### src/rtl/issue_scoreboard_pkg.sv
// Shared types and sizing for the issue scoreboard slice.
// Optional writeback bypass is selected with ISSUE_SB_WB_BYPASS_EN (see reg_scoreboard).
package issue_scoreboard_pkg;
  localparam int XLEN        = 32;
  localparam int NUM_REGS    = 32;
  localparam int REG_W       = $clog2(NUM_REGS);
  localparam int PAYLOAD_W   = 96;
  localparam int STALL_CNT_W = 16;

  typedef enum logic {
    SB_EMPTY = 1'b0,
    SB_HOLD  = 1'b1
  } SB_state_t;
endpackage

### src/rtl/issue_scoreboard_if.sv
// Decoder-side, execute-side, writeback and flush signals of the issue scoreboard.
// slave = the scoreboard, master = the surrounding pipeline.
interface issue_scoreboard_if import issue_scoreboard_pkg::*; ();
  logic                 de_valid;
  logic                 de_ready;
  logic [PAYLOAD_W-1:0] de_payload;
  logic [REG_W-1:0]     de_rs1;
  logic [REG_W-1:0]     de_rs2;
  logic [REG_W-1:0]     de_rd;
  logic                 de_rs1_used;
  logic                 de_rs2_used;
  logic                 de_rd_used;
  logic                 ex_valid;
  logic                 ex_ready;
  logic [PAYLOAD_W-1:0] ex_payload;
  logic                 wb_valid;
  logic [REG_W-1:0]     wb_rd;
  logic                 flush;

  modport master (
    output de_valid, de_payload, de_rs1, de_rs2, de_rd,
           de_rs1_used, de_rs2_used, de_rd_used,
           ex_ready, wb_valid, wb_rd, flush,
    input  de_ready, ex_valid, ex_payload
  );

  modport slave (
    input  de_valid, de_payload, de_rs1, de_rs2, de_rd,
           de_rs1_used, de_rs2_used, de_rd_used,
           ex_ready, wb_valid, wb_rd, flush,
    output de_ready, ex_valid, ex_payload
  );
endinterface

### src/rtl/issue_scoreboard_reg_scoreboard.sv
// Busy-bit vector with one set port, one clear port and three read ports.
// ISSUE_SB_WB_BYPASS_EN: read ports see the same-cycle writeback clear.
module reg_scoreboard import issue_scoreboard_pkg::*; (
  input  logic                i_clk,
  input  logic                i_reset,
  input  logic                set_en,
  input  logic [REG_W-1:0]    set_idx,
  input  logic                clr_en,
  input  logic [REG_W-1:0]    clr_idx,
  input  logic [REG_W-1:0]    rs1_idx,
  input  logic [REG_W-1:0]    rs2_idx,
  input  logic [REG_W-1:0]    rd_idx,
  output logic                rs1_busy,
  output logic                rs2_busy,
  output logic                rd_busy,
  output logic [NUM_REGS-1:0] busy
);
  logic [NUM_REGS-1:0] busy_q, busy_d, busy_eff, set_mask, clr_mask;

  always_comb begin
    set_mask = '0;
    clr_mask = '0;
    if (set_en) set_mask[set_idx] = 1'b1;
    if (clr_en) clr_mask[clr_idx] = 1'b1;
    // set is applied after clear so a same-cycle reissue of a register stays busy
    busy_d    = (busy_q & ~clr_mask) | set_mask;
    busy_d[0] = 1'b0;
  end

`ifdef ISSUE_SB_WB_BYPASS_EN
  assign busy_eff = busy_q & ~clr_mask;
`else
  assign busy_eff = busy_q;
`endif

  always_ff @(posedge i_clk or posedge i_reset) begin
    if (i_reset) busy_q <= '0;
    else         busy_q <= busy_d;
  end

  assign rs1_busy = busy_eff[rs1_idx];
  assign rs2_busy = busy_eff[rs2_idx];
  assign rd_busy  = busy_eff[rd_idx];
  assign busy     = busy_q;
endmodule

### src/rtl/issue_scoreboard.sv
// Single-entry issue stage: holds one decoded instruction and releases it when free of RAW/WAW hazards.
// Build option ISSUE_SB_WB_BYPASS_EN lets a writeback resolve a hazard in its own cycle.
//   state    | meaning
//   SB_EMPTY | no instruction held, decoder always accepted
//   SB_HOLD  | one instruction held, offered to execute when hazard-free
module issue_scoreboard import issue_scoreboard_pkg::*; (
  input  logic                   i_clk,
  input  logic                   i_reset,
  issue_scoreboard_if.slave      sb,
  output logic [NUM_REGS-1:0]    o_busy,
  output logic [STALL_CNT_W-1:0] o_stall_count,
  output SB_state_t              o_state
);
  SB_state_t            state_q;
  logic [PAYLOAD_W-1:0] payload_q;
  logic [REG_W-1:0]     rs1_q, rs2_q, rd_q;
  logic                 rs1_used_q, rs2_used_q, rd_used_q;
  logic [STALL_CNT_W-1:0] stall_cnt_q;
  logic rs1_busy, rs2_busy, rd_busy;
  logic hold, hazard, ex_valid, issue, de_ready, accept;

  reg_scoreboard u_reg_scoreboard (
    .i_clk    (i_clk),
    .i_reset  (i_reset),
    .set_en   (issue & rd_used_q & (rd_q != '0)),
    .set_idx  (rd_q),
    .clr_en   (sb.wb_valid),
    .clr_idx  (sb.wb_rd),
    .rs1_idx  (rs1_q),
    .rs2_idx  (rs2_q),
    .rd_idx   (rd_q),
    .rs1_busy (rs1_busy),
    .rs2_busy (rs2_busy),
    .rd_busy  (rd_busy),
    .busy     (o_busy)
  );

  assign hold     = (state_q == SB_HOLD);
  assign hazard   = (rs1_used_q & rs1_busy) | (rs2_used_q & rs2_busy) | (rd_used_q & rd_busy);
  assign ex_valid = hold & ~hazard & ~sb.flush;
  assign issue    = ex_valid & sb.ex_ready;
  assign de_ready = ~hold | issue | sb.flush;
  assign accept   = sb.de_valid & de_ready;

  always_ff @(posedge i_clk or posedge i_reset) begin
    if (i_reset) begin
      state_q     <= SB_EMPTY;
      payload_q   <= '0;
      rs1_q       <= '0;
      rs2_q       <= '0;
      rd_q        <= '0;
      rs1_used_q  <= 1'b0;
      rs2_used_q  <= 1'b0;
      rd_used_q   <= 1'b0;
      stall_cnt_q <= '0;
    end else begin
      if (accept) begin
        state_q    <= SB_HOLD;
        payload_q  <= sb.de_payload;
        rs1_q      <= sb.de_rs1;
        rs2_q      <= sb.de_rs2;
        rd_q       <= sb.de_rd;
        rs1_used_q <= sb.de_rs1_used;
        rs2_used_q <= sb.de_rs2_used;
        rd_used_q  <= sb.de_rd_used;
      end else if (issue | sb.flush) begin
        state_q <= SB_EMPTY;
      end
      if (hold & hazard & ~(&stall_cnt_q)) stall_cnt_q <= stall_cnt_q + 1'b1;
    end
  end

  assign sb.ex_valid   = ex_valid;
  assign sb.de_ready   = de_ready;
  assign sb.ex_payload = payload_q;
  assign o_stall_count = stall_cnt_q;
  assign o_state       = state_q;
endmodule

### src/flat_wrapper.sv
// flat-port wrapper written by rule: the top's interface ports become plain ports
module issue_scoreboard_flat import issue_scoreboard_pkg::*;
  (i_clk, i_reset, o_busy, o_stall_count, o_state, sb_de_valid, sb_de_payload, sb_de_rs1, sb_de_rs2, sb_de_rd, sb_de_rs1_used, sb_de_rs2_used, sb_de_rd_used, sb_ex_ready, sb_wb_valid, sb_wb_rd, sb_flush, sb_de_ready, sb_ex_valid, sb_ex_payload);
  issue_scoreboard_if sb_i ();
  input  logic i_clk;
  input  logic i_reset;
  output logic [NUM_REGS-1:0] o_busy;
  output logic [STALL_CNT_W-1:0] o_stall_count;
  output SB_state_t o_state;
  input wire logic [$bits(sb_i.de_valid)-1:0] sb_de_valid;
  input wire logic [$bits(sb_i.de_payload)-1:0] sb_de_payload;
  input wire logic [$bits(sb_i.de_rs1)-1:0] sb_de_rs1;
  input wire logic [$bits(sb_i.de_rs2)-1:0] sb_de_rs2;
  input wire logic [$bits(sb_i.de_rd)-1:0] sb_de_rd;
  input wire logic [$bits(sb_i.de_rs1_used)-1:0] sb_de_rs1_used;
  input wire logic [$bits(sb_i.de_rs2_used)-1:0] sb_de_rs2_used;
  input wire logic [$bits(sb_i.de_rd_used)-1:0] sb_de_rd_used;
  input wire logic [$bits(sb_i.ex_ready)-1:0] sb_ex_ready;
  input wire logic [$bits(sb_i.wb_valid)-1:0] sb_wb_valid;
  input wire logic [$bits(sb_i.wb_rd)-1:0] sb_wb_rd;
  input wire logic [$bits(sb_i.flush)-1:0] sb_flush;
  output wire logic [$bits(sb_i.de_ready)-1:0] sb_de_ready;
  output wire logic [$bits(sb_i.ex_valid)-1:0] sb_ex_valid;
  output wire logic [$bits(sb_i.ex_payload)-1:0] sb_ex_payload;
  assign sb_i.de_valid = sb_de_valid;
  assign sb_i.de_payload = sb_de_payload;
  assign sb_i.de_rs1 = sb_de_rs1;
  assign sb_i.de_rs2 = sb_de_rs2;
  assign sb_i.de_rd = sb_de_rd;
  assign sb_i.de_rs1_used = sb_de_rs1_used;
  assign sb_i.de_rs2_used = sb_de_rs2_used;
  assign sb_i.de_rd_used = sb_de_rd_used;
  assign sb_i.ex_ready = sb_ex_ready;
  assign sb_i.wb_valid = sb_wb_valid;
  assign sb_i.wb_rd = sb_wb_rd;
  assign sb_i.flush = sb_flush;
  assign sb_de_ready = sb_i.de_ready;
  assign sb_ex_valid = sb_i.ex_valid;
  assign sb_ex_payload = sb_i.ex_payload;
  issue_scoreboard u_core (.i_clk(i_clk), .i_reset(i_reset), .sb(sb_i), .o_busy(o_busy), .o_stall_count(o_stall_count), .o_state(o_state));
endmodule
### config.mk
export PLATFORM = sky130hd
export DESIGN_NAME = issue_scoreboard_flat
export DESIGN_NICKNAME = d
export VERILOG_FILES = /design/src/rtl/issue_scoreboard_pkg.sv /design/src/rtl/issue_scoreboard_if.sv /design/src/rtl/issue_scoreboard_reg_scoreboard.sv /design/src/rtl/issue_scoreboard.sv /design/src/flat_wrapper.sv
export SDC_FILE = /design/constraint.sdc
export NUM_CORES = 1
export LEC_CHECK = 0
export BUFFER_PORTS_ARGS = -buffer_cell sky130_fd_sc_hd__buf_4
export CORE_ASPECT_RATIO = 1.2
export CORE_MARGIN = 2
export CORE_UTILIZATION = 50
export DETAILED_ROUTE_END_ITERATION = 8
export PLACE_DENSITY = 0.83
export SYNTH_ARGS = -nofsm -noshare
export SYNTH_HDL_FRONTEND = slang
export SYNTH_SLANG_ARGS = --single-unit
### constraint.sdc
create_clock -name i_clk -period 5.5 [get_ports i_clk]
set_input_delay 0.55 -clock i_clk [delete_from_list [all_inputs] [get_ports i_clk]]
set_output_delay 0.55 -clock i_clk [all_outputs]
set_load 0.02 [all_outputs]
== After elaboration in Yosys (flattened, before gate mapping) ==
Index checks and enable logic that the tools add are counted.

* Bits in registers: 162
* Bits in latches: 0
* Bits in writable memories: 0
* Memory bits (read-only): 0
* Input port bits: 125
* Output and inout bits: 147
* Memories: 0

* $add $sub $neg: 1
* Multiply operators: 0
* Div/mod/pow operators: 0
* Order comparisons: 6
* Equal/unequal tests: 0
* Shift operators: 0
* Multiplexer cells: 14
* Bitwise operators: 23
* Reductions and logical operators: 5

{| class="wikitable"
|+ Operator list
! kind !! count
|-
| $mux 32 || 2
|-
| $and 32x32->32 || 1
|-
| $not 32->32 || 1
|-
| $or 32x32->32 || 1
|-
| $lt 5x6->1 const B || 4
|-
| $add 16x1->16 const B || 1
|-
| $reduce_and 16->1 || 1
|-
| $bmux 1 s5 || 3
|-
| $and 1x1->1 || 11
|-
| $demux 1 s5 || 2
|-
| $ge 5x1->1 const B || 2
|-
| $mux 1 || 7
|-
| $or 1x1->1 || 5
|-
| $reduce_bool 5->1 || 1
|-
| $not 1->1 || 4
|-
| $logic_and 1x1->1 || 2
|-
| $reduce_bool 2->1 || 1
|}

== Longest topological paths before layout ==
Gate-level depths: netlist of the first run.

* Word-level depth: 13
* Gate-level depth with buffers: 11

== By module ==
From an unflattened synthesis of the first run, not the netlist that was laid out.

* Cells, all modules: 560
* Area, all modules: 7589.8 um^2

{| class="wikitable"
|+ Modules (own cells, without submodules)
! module !! times used !! cells an instance !! area an instance (um^2) !! seq. area each (um^2)
|-
| issue_scoreboard || 1 || 329 || 5398.9 || 3278.1
|-
| reg_scoreboard || 1 || 231 || 2190.9 || 775.7
|}

== Worst setup path after synthesis of the first run ==
Ideal clock, no wire load.

* Path type: flip-flop to output port
* Start: reg u_core.rs2_q[1]
* End: out sb_ex_valid
* Arrival time: 2.985 ns
* Slack: 1.965 ns
* Stages on the path, launching flop included: 9
* Cell sequence: dfrtp_1 -> clkbuf_1 -> mux4_2 -> mux2_2 -> o221a_2 -> and3_1 -> a211oi_1 -> clkbuf_1 -> and2_1

* Word-level cells in the longest chain between the ends: 8

{| class="wikitable"
|+ RTL lines
! item !! RTL line !! source
|-
| from (decl) || issue_scoreboard.sv:16 || <nowiki>logic [REG_W-1:0] rs1_q, rs2_q, rd_q;</nowiki>
|-
| from (signal assigned) || issue_scoreboard.sv:61 || <nowiki>rs2_q <= sb.de_rs2;</nowiki>
|-
| $bmux 1 s5 || issue_scoreboard_reg_scoreboard.sv:42 || <nowiki>assign rs2_busy = busy_eff[rs2_idx];</nowiki>
|-
| $mux 1 (implied by the code) || issue_scoreboard_reg_scoreboard.sv:42 ||
|-
| $and 1x1->1 || issue_scoreboard.sv:39 || <nowiki>assign hazard = (rs1_used_q & rs1_busy) | (rs2_used_q & rs2_busy) | (rd_used_q & rd_busy);</nowiki>
|-
| $or 1x1->1 (2 in series) || issue_scoreboard.sv:39 ||
|-
| $not 1->1 || issue_scoreboard.sv:40 || <nowiki>assign ex_valid = hold & ~hazard & ~sb.flush;</nowiki>
|-
| $and 1x1->1 (2 in series) || issue_scoreboard.sv:40 ||
|-
| to (decl) || flat_wrapper.sv:23 || <nowiki>output wire logic [$bits(sb_i.ex_valid)-1:0] sb_ex_valid;</nowiki>
|}

Every way passes these cells. The select of a mux whose other input is x is not followed.

== Worst setup path after layout of the first run ==
* Start: reg u_core.rd_q[0]
* End: reg u_core.payload_q[49], in the netlist u_core.sb.ex_payload[49]

* Word-level cells in the longest chain between the ends: 11

{| class="wikitable"
|+ RTL lines
! item !! RTL line !! source
|-
| from (decl) || issue_scoreboard.sv:16 ||
|-
| from (signal assigned) || issue_scoreboard.sv:62 || <nowiki>rd_q <= sb.de_rd;</nowiki>
|-
| $bmux 1 s5 || issue_scoreboard_reg_scoreboard.sv:43 || <nowiki>assign rd_busy = busy_eff[rd_idx];</nowiki>
|-
| $mux 1 (implied by the code) || issue_scoreboard_reg_scoreboard.sv:43 ||
|-
| $and 1x1->1 || issue_scoreboard.sv:39 ||
|-
| $or 1x1->1 || issue_scoreboard.sv:39 ||
|-
| $not 1->1 || issue_scoreboard.sv:40 ||
|-
| $and 1x1->1 (2 in series) || issue_scoreboard.sv:40 ||
|-
| $and 1x1->1 || issue_scoreboard.sv:41 || <nowiki>assign issue = ex_valid & sb.ex_ready;</nowiki>
|-
| $or 1x1->1 (2 in series) || issue_scoreboard.sv:42 || <nowiki>assign de_ready = ~hold | issue | sb.flush;</nowiki>
|-
| $and 1x1->1 || issue_scoreboard.sv:43 || <nowiki>assign accept = sb.de_valid & de_ready;</nowiki>
|-
| to (signal assigned) || issue_scoreboard.sv:59 || <nowiki>payload_q <= sb.de_payload;</nowiki>
|-
| to (decl) || issue_scoreboard.sv:15 || <nowiki>logic [PAYLOAD_W-1:0] payload_q;</nowiki>
|}

Every way passes these cells. The select of a mux whose other input is x is not followed.
A chain may end at the register's enable or synchronous reset.

==> results of run 1 <==
==> through the flow <==
stage | utilization | std cells
floorplan | - | 537
global placement | 0.6655 | 982
detailed placement | 0.6655 | 982
CTS | 0.7039 | 1014
global route | 0.7039 | 1014
finish | 0.7039 | 1014
==> worst max-delay path: stages (launching register included) <==
cell and delay, ns:
dfrtp_1 0.75, mux4_2 0.59, a22oi_1 0.20, nor2_1 0.06, o41a_1 0.51, a2111oi_4 0.63, o21ai_4 0.45, buf_12 0.39
mux2_4 0.37
==> registers in the layout, indices dropped and copies added, names as in the netlist <==
register	flops
u_core.rs2_q	5
u_core.rs1_q	5
u_core.sb.ex_payload	96
u_core.rd_q	5
u_core.rs2_used_q	1
u_core.u_reg_scoreboard.busy	31
u_core.rd_used_q	1
u_core.rs1_used_q	1
u_core.o_state	1
u_core.o_stall_count	16
==> placed cells by master (no fill, tap or decap), drive strengths merged, types with 15 or more instances in the layout <==
cell type	n
o21ai	67
nand3	15
mux4	17
dfrtp	162
nand2	19
buf	273
mux2	126
clkbuf	17
xor2	15
==> cells in the mapped netlist (2+ instances only) <==
cell type	instances
and3_1	5
and4_1	2
buf_1	3
buf_2	7
buf_6	7
clkbuf_1	10
dfrtp_1	162
inv_1	5
mux2_2	66
mux2_4	60
mux2i_1	5
mux4_2	17
nand2_1	19
nand2b_1	5
nand3_1	15
nand3b_1	9
nand4_1	3
nor2_1	10
nor2b_1	6
nor3_1	9
nor3b_1	2
nor4_1	4
o21ai_0	65
or3b_2	2
xor2_1	15
==> final cells by class <==
class                      count  area, um2
fill                         971       4285
sequential                   162       4054
multi-input combinational    342       3242
timing repair buffer         273       2062
clock buffer                  17      425.4
tap                          200      250.2
clock inverter                15      131.4
inverter                       5      23.77
==> kinds of logic after synthesis <==
group | after synthesis
and+or+nand+nor | 96
AOI/OAI and AO/OA | 81
DFF | 162
xor gates and xnor gates | 15
adders and majority gates | 1
buffers and inverters | 33
other | 1
muxes | 148
==> power groups by stage <==
| stage | clock network [W] | logic [W] | registers [W] |
|---|---|---|---|
| finish | 0.00113 | 0.00118 | 0.00164 |
| global route | 0.00119 | 0.00124 | 0.00166 |
| CTS | 0.00114 | 0.00119 | 0.00163 |
| detailed placement | 0 | 0.00119 | 0.00164 |
| global placement | 0 | 0.00115 | 0.00164 |
| floorplan | 0 | 0.000524 | 0.00178 |
==> per-layer routing <==
metal	up-vias	wire length, um	global-route usage
li1	2489	-	-
met1	2803	7454	0.3092
met2	298	10620	0.4314
met3	40	1693	0.07124
met4	0	466	0.1118
met5	-	0	0
==> worst min-delay path by stage <==
stage | start | to | slack (ns) | cells after the start
detailed placement | u_core.o_stall_count[4] | u_core.o_stall_count[4] | 0.49 | 1
CTS | sb_de_payload[9] | u_core.sb.ex_payload[9] | 0.33 | 2
global route | sb_de_payload[54] | u_core.sb.ex_payload[54] | 0.34 | 2
finish | i_reset | u_core.sb.ex_payload[24] | 0.33 | 2
global placement | u_core.o_stall_count[4] | u_core.o_stall_count[4] | 0.48 | 1
floorplan | u_core.rs1_used_q | u_core.rs1_used_q | 0.47 | 1
==> results.yml, run 1 <==
yosys:
  synth-seq-cells: 162
  yosys_warnings: 0
  async_flop_share: 1.000
  synth-xor-area-share: 0.01758
  synthMuxAreaShare: 0.2780
  synth_edf_count: 0
  yosys.area.top_type: "dfrtp_1"
  synth_adder_area_share: 0.001674
  synth_compound_area_frac: 0.06380
  postSynthCellCount: 537
  yosys.area_share.simple: 0.07066
  synth_top_family_by_area: "multiplexers"
  synth_area_leaders: "dfrtp_1, mux2_4, mux2_2"
  synth.avg_cell_area_um2: 13.91
  syn-cell-area_mm2: 0.007472
  synth_nets: 663
  synth-seq-area-share: 0.5425
  synth_ff_type: "dfrtp_1"
  synth_cell_type_count: 49
  synth_top_cell_area_share: 0.5425
grt:
  grtUsageTotal: 0.2566
  antenna_found_initial: 0
  grt.overflow.total: 0
  grt_pass1_vias: 5808
  grt_pass1_wl_mm: 30.85
  grt_max_degree: 108
power:
  ir_worst_vdd_mv: 0.2130
  p_clk_frac: 0.286
  p_per_area_mw_per_mm2: 387.1
  p_int_w: 0.002634
  seqPwrFrac: 0.415
  leakage_nw: 4.933
  swShare: 0.3322
  fin_total_pwr_w: 0.003944
  p_comb_frac: 0.299
  p_sw_w: 0.001310
routing:
  vias: 5630
  drt-initial-drc-count: 341
  drc: 0
  ant_nets: 0
  wl_mm: 20.24
  wl_per_cell_um: 19.96
  viasPerCell: 5.552
  first_pass_iters: 5
sta:
  period_minus_slack_ns: 4.156
  rsz0062_at_grt: "no"
  finalSetupViolations: 0
  tightest_slew_ns: 1.299
  fin_crit_sh: 0.7556
  skew_ns: 0.006665
  setup_tns_ns: 0
  maxSlewViolCount: 0
  fmax_mhz: 240.6
  fin_ws_ns: 1.344
  whs_ns: 0.3317
  hold_viol: 0
  relSlewSlack: 0.1305
placement:
  pre_cts_ws_ns: 1.405
  gp_congestion: 0.9003
  numPortBuffers: 270
  dp_hpwl_mm: 14.75
  dpl-instance-area_mm2: 0.009632
cts:
  insertion_delay_ns: 0.43
  cts-resized-gates: 0
  cts_hold_buf: 0
  cts_buffers: 17
  cts_setup_buffers: 0
  cts.path.max_buffers: 2
  path_clk_slew_ns: 0.07
  htreeDepth: 4
  root_buffer: "clkbuf_16"
  cts_sinks: 162
  cts_tree: "yes"
critical_path:
  setup.worst_path.start: "u_core.rd_q[0]"
  cp-end-kind: "flip-flop"
  cp_max_fo: 76
  r2r-end: "u_core.sb.ex_payload[49]"
  crit_required_ns: 5.81
  cp-endpoint: "u_core.sb.ex_payload[49]"
  r2r_cells: 8
  critPathLaunchType: "flip-flop"
  reg2reg_slack_ns: 1.34
  arrival_ns: 4.47
  r2r_start: "u_core.rd_q[0]"
  worstSetupPathType: "reg2reg"
floorplanning:
  io_pins: 272
  coreArea_mm2: 0.01447
  fp.dieW_um: 115.6
  start_util: 0.5163
  rows: 48
  dieArea_mm2: 0.01594
  die_h_um: 137.9
status:
  outcome: "finished, final reports clean"
run:
  cap_violations: 0
worst_hold_path:
  hold_class: "in2async"
finish:
  nets: 927
  n_antenna_cell: 0
  stdcell_area_mm2: 0.01019
  area_delta_synth_final_pct: 36.35
  drive_gt1_frac: 0.5590
Power figures use the tool's default switching activity.
==> run 2, diff against run 1 <==
--- a/config.mk
+++ b/config.mk
@@ -8,9 +8,9 @@
 export BUFFER_PORTS_ARGS = -buffer_cell sky130_fd_sc_hd__buf_4
 export CORE_ASPECT_RATIO = 1.2
 export CORE_MARGIN = 2
-export CORE_UTILIZATION = 50
+export CORE_UTILIZATION = 45
 export DETAILED_ROUTE_END_ITERATION = 8
-export PLACE_DENSITY = 0.83
+export PLACE_DENSITY = 0.79
 export SYNTH_ARGS = -nofsm -noshare
 export SYNTH_HDL_FRONTEND = slang
 export SYNTH_SLANG_ARGS = --single-unit
==> constraint.sdc (replaced) <==
create_clock -name i_clk -period 3.66 [get_ports i_clk]
set_input_delay 0.366 -clock i_clk [delete_from_list [all_inputs] [get_ports i_clk]]
set_output_delay 0.366 -clock i_clk [all_outputs]
set_load 0.02 [all_outputs]
==> results.yml, run 2 (synthesis gave the netlist of run 1 again) <==
status:
  outcome: "finished, final reports clean"
cts:
  cts_tree: "yes"
  path_clk_slew_ns: 0.07
  cts.path.max_buffers: 2
  root_buffer: "clkbuf_16"
  cts_sinks: 162
  cts_setup_buffers: 0
  htreeDepth: 4
  cts_buffers: 17
  insertion_delay_ns: 0.43
critical_path:
  cpMaxStageDelayCell: "mux4_2"
  worstSetupPathType: "reg2out"
  arrival_ns: 3.07
  critPathLaunchType: "flip-flop"
  crit_buf_inv: 2
  cp-end-kind: "primary output"
  crit_path_frequent_cell: "buf_4"
  crit_required_ns: 3.29
  crit_family: "compound AO/OA/AOI/OAI gates"
  critPathMaxStageDelay_ns: 0.53
  cp_max_fo: 5
  path_cells: "mux4_2 -> a22oi_1 -> nor2_1 -> o41a_1 -> a2111oi_4 -> buf_4 -> nand2b_1 -> buf_4"
power:
  p_int_w: 0.004035
  leakage_nw: 5.031
  ir_worst_vdd_mv: 0.3047
  seqPwrFrac: 0.404
  p_clk_frac: 0.292
  p_comb_frac: 0.305
  swShare: 0.3331
  p_per_area_mw_per_mm2: 581.4
  p_sw_w: 0.002015
floorplanning:
  start_util: 0.4592
  rows: 51
  coreArea_mm2: 0.01627
  dieArea_mm2: 0.01766
  fp.dieW_um: 121.6
  io_pins: 272
  die_h_um: 145.2
sta:
  skew_ns: 0.009085
  rsz0062_at_grt: "no"
  finalSetupViolations: 0
  hold_viol: 0
  whs_ns: 0.06825
  tightest_slew_ns: 0.7623
  relSlewSlack: 0.4907
  period_minus_slack_ns: 3.440
  fin_crit_sh: 0.9398
  maxSlewViolCount: 0
  setup_tns_ns: 0
  fmax_mhz: 290.7
routing:
  drc: 0
  viasPerCell: 5.520
  wl_per_cell_um: 19.73
  vias: 5746
  drt-initial-drc-count: 354
  first_pass_iters: 6
  ant_nets: 0
  wl_mm: 20.54
placement:
  dp_hpwl_mm: 15.05
  gp_congestion: 0.9075
  numPortBuffers: 270
  dp.cells: 1009
  dpl-instance-area_mm2: 0.009821
finish:
  layout_common_cells: "buf_4, dfrtp_1, mux2_2, o21ai_0, mux2_4"
  area_delta_synth_final_pct: 39.27
  drive_gt1_frac: 0.5694
  largest_reg_flops: 96
  n_antenna_cell: 0
  nFillCells: 1266
  final_common_cell: "buf_4"
  fin_cells: 1041
  nets: 942
  stdcell_area_mm2: 0.01041
grt:
  antenna_found_initial: 0
  grt.overflow.total: 0
  grt_pass1_vias: 5852
  grt_pass1_wl_mm: 32.56
  grtUsageTotal: 0.2382
  grt_max_degree: 100
worst_hold_path:
  hold_class: "in2async"
run:
  cap_violations: 0
[run 2: changes by cell type in the layout (fill, tap and decap cells not counted), sizes merged]
cell,previous run,this run
buf,273,288
clkinvlp,2,4
clkinv,7,2
inv,10,12
clkbuf,17,18
[run 2: area by class of cell]
type / count / area (um2) / share of cell area
sequential: 162 / 4056 / 0.3898
multi-input combinational: 342 / 3242 / 0.3115
inverter: 5 / 22.52 / 0.002164
tap: 212 / 265.3 / 0.02549
clock buffer: 18 / 439.2 / 0.04220
clock inverter: 14 / 143.9 / 0.01383
timing repair buffer: 288 / 2237 / 0.2150
[run 2: timing repair]
item | in CTS | in global routing
gates resized for setup | 0 | 2
hold buffers | 0 | 0
endpoints found under the setup margin | 0 | 1
[run 2: metal layers]
layer | vias up | wire [um] | GRT usage
met1 | 2801 | 7493 | 0.2881
met5 | - | 0 | 0
li1 | 2523 | - | -
met4 | 0 | 580 | 0.07644
met2 | 362 | 10740 | 0.4073
met3 | 60 | 1726 | 0.06800
[run 2: metrics by stage]
stage            util  total power, W  setup WS, ns
5_1_grt        0.6395        0.006320      0.002621
3_3_place_gp   0.6035        0.004268        0.5503
4_1_cts        0.6394        0.006096        0.1235
6_report       0.6395        0.006051        0.2204
2_1_floorplan       -        0.003461        0.3088
3_5_place_dp   0.6035        0.004305        0.4887
[run 2: worst paths after layout]
path | slack [ns] | cells past startpoint | startpoint | to
max | 0.22 | 8 | u_core.rd_q[0] | sb_de_ready
min | 0.07 | 2 | i_reset | u_core.sb.ex_payload[24]
max reg2reg | 0.53 | 9 | u_core.rd_q[0] | u_core.sb.ex_payload[56]
min reg2reg | 0.49 | 1 | u_core.o_stall_count[10] | u_core.o_stall_count[10]
max in group asynchronous | 2.58 | 3 | i_reset | u_core.rs1_q[0]
min in group i_clk | 0.17 | 2 | sb_de_payload[36] | u_core.sb.ex_payload[36]
[run 2: power groups by stage]
stage / Clock (W) / Sequential [W] / Combinational [W]
6_report: 0.00177 / 0.00244 / 0.00184
5_1_grt: 0.00189 / 0.00248 / 0.00195
4_1_cts: 0.00181 / 0.00243 / 0.00185
3_5_place_dp: 0 / 0.00246 / 0.00185
3_3_place_gp: 0 / 0.00246 / 0.00181
2_1_floorplan: 0 / 0.00267 / 0.000787
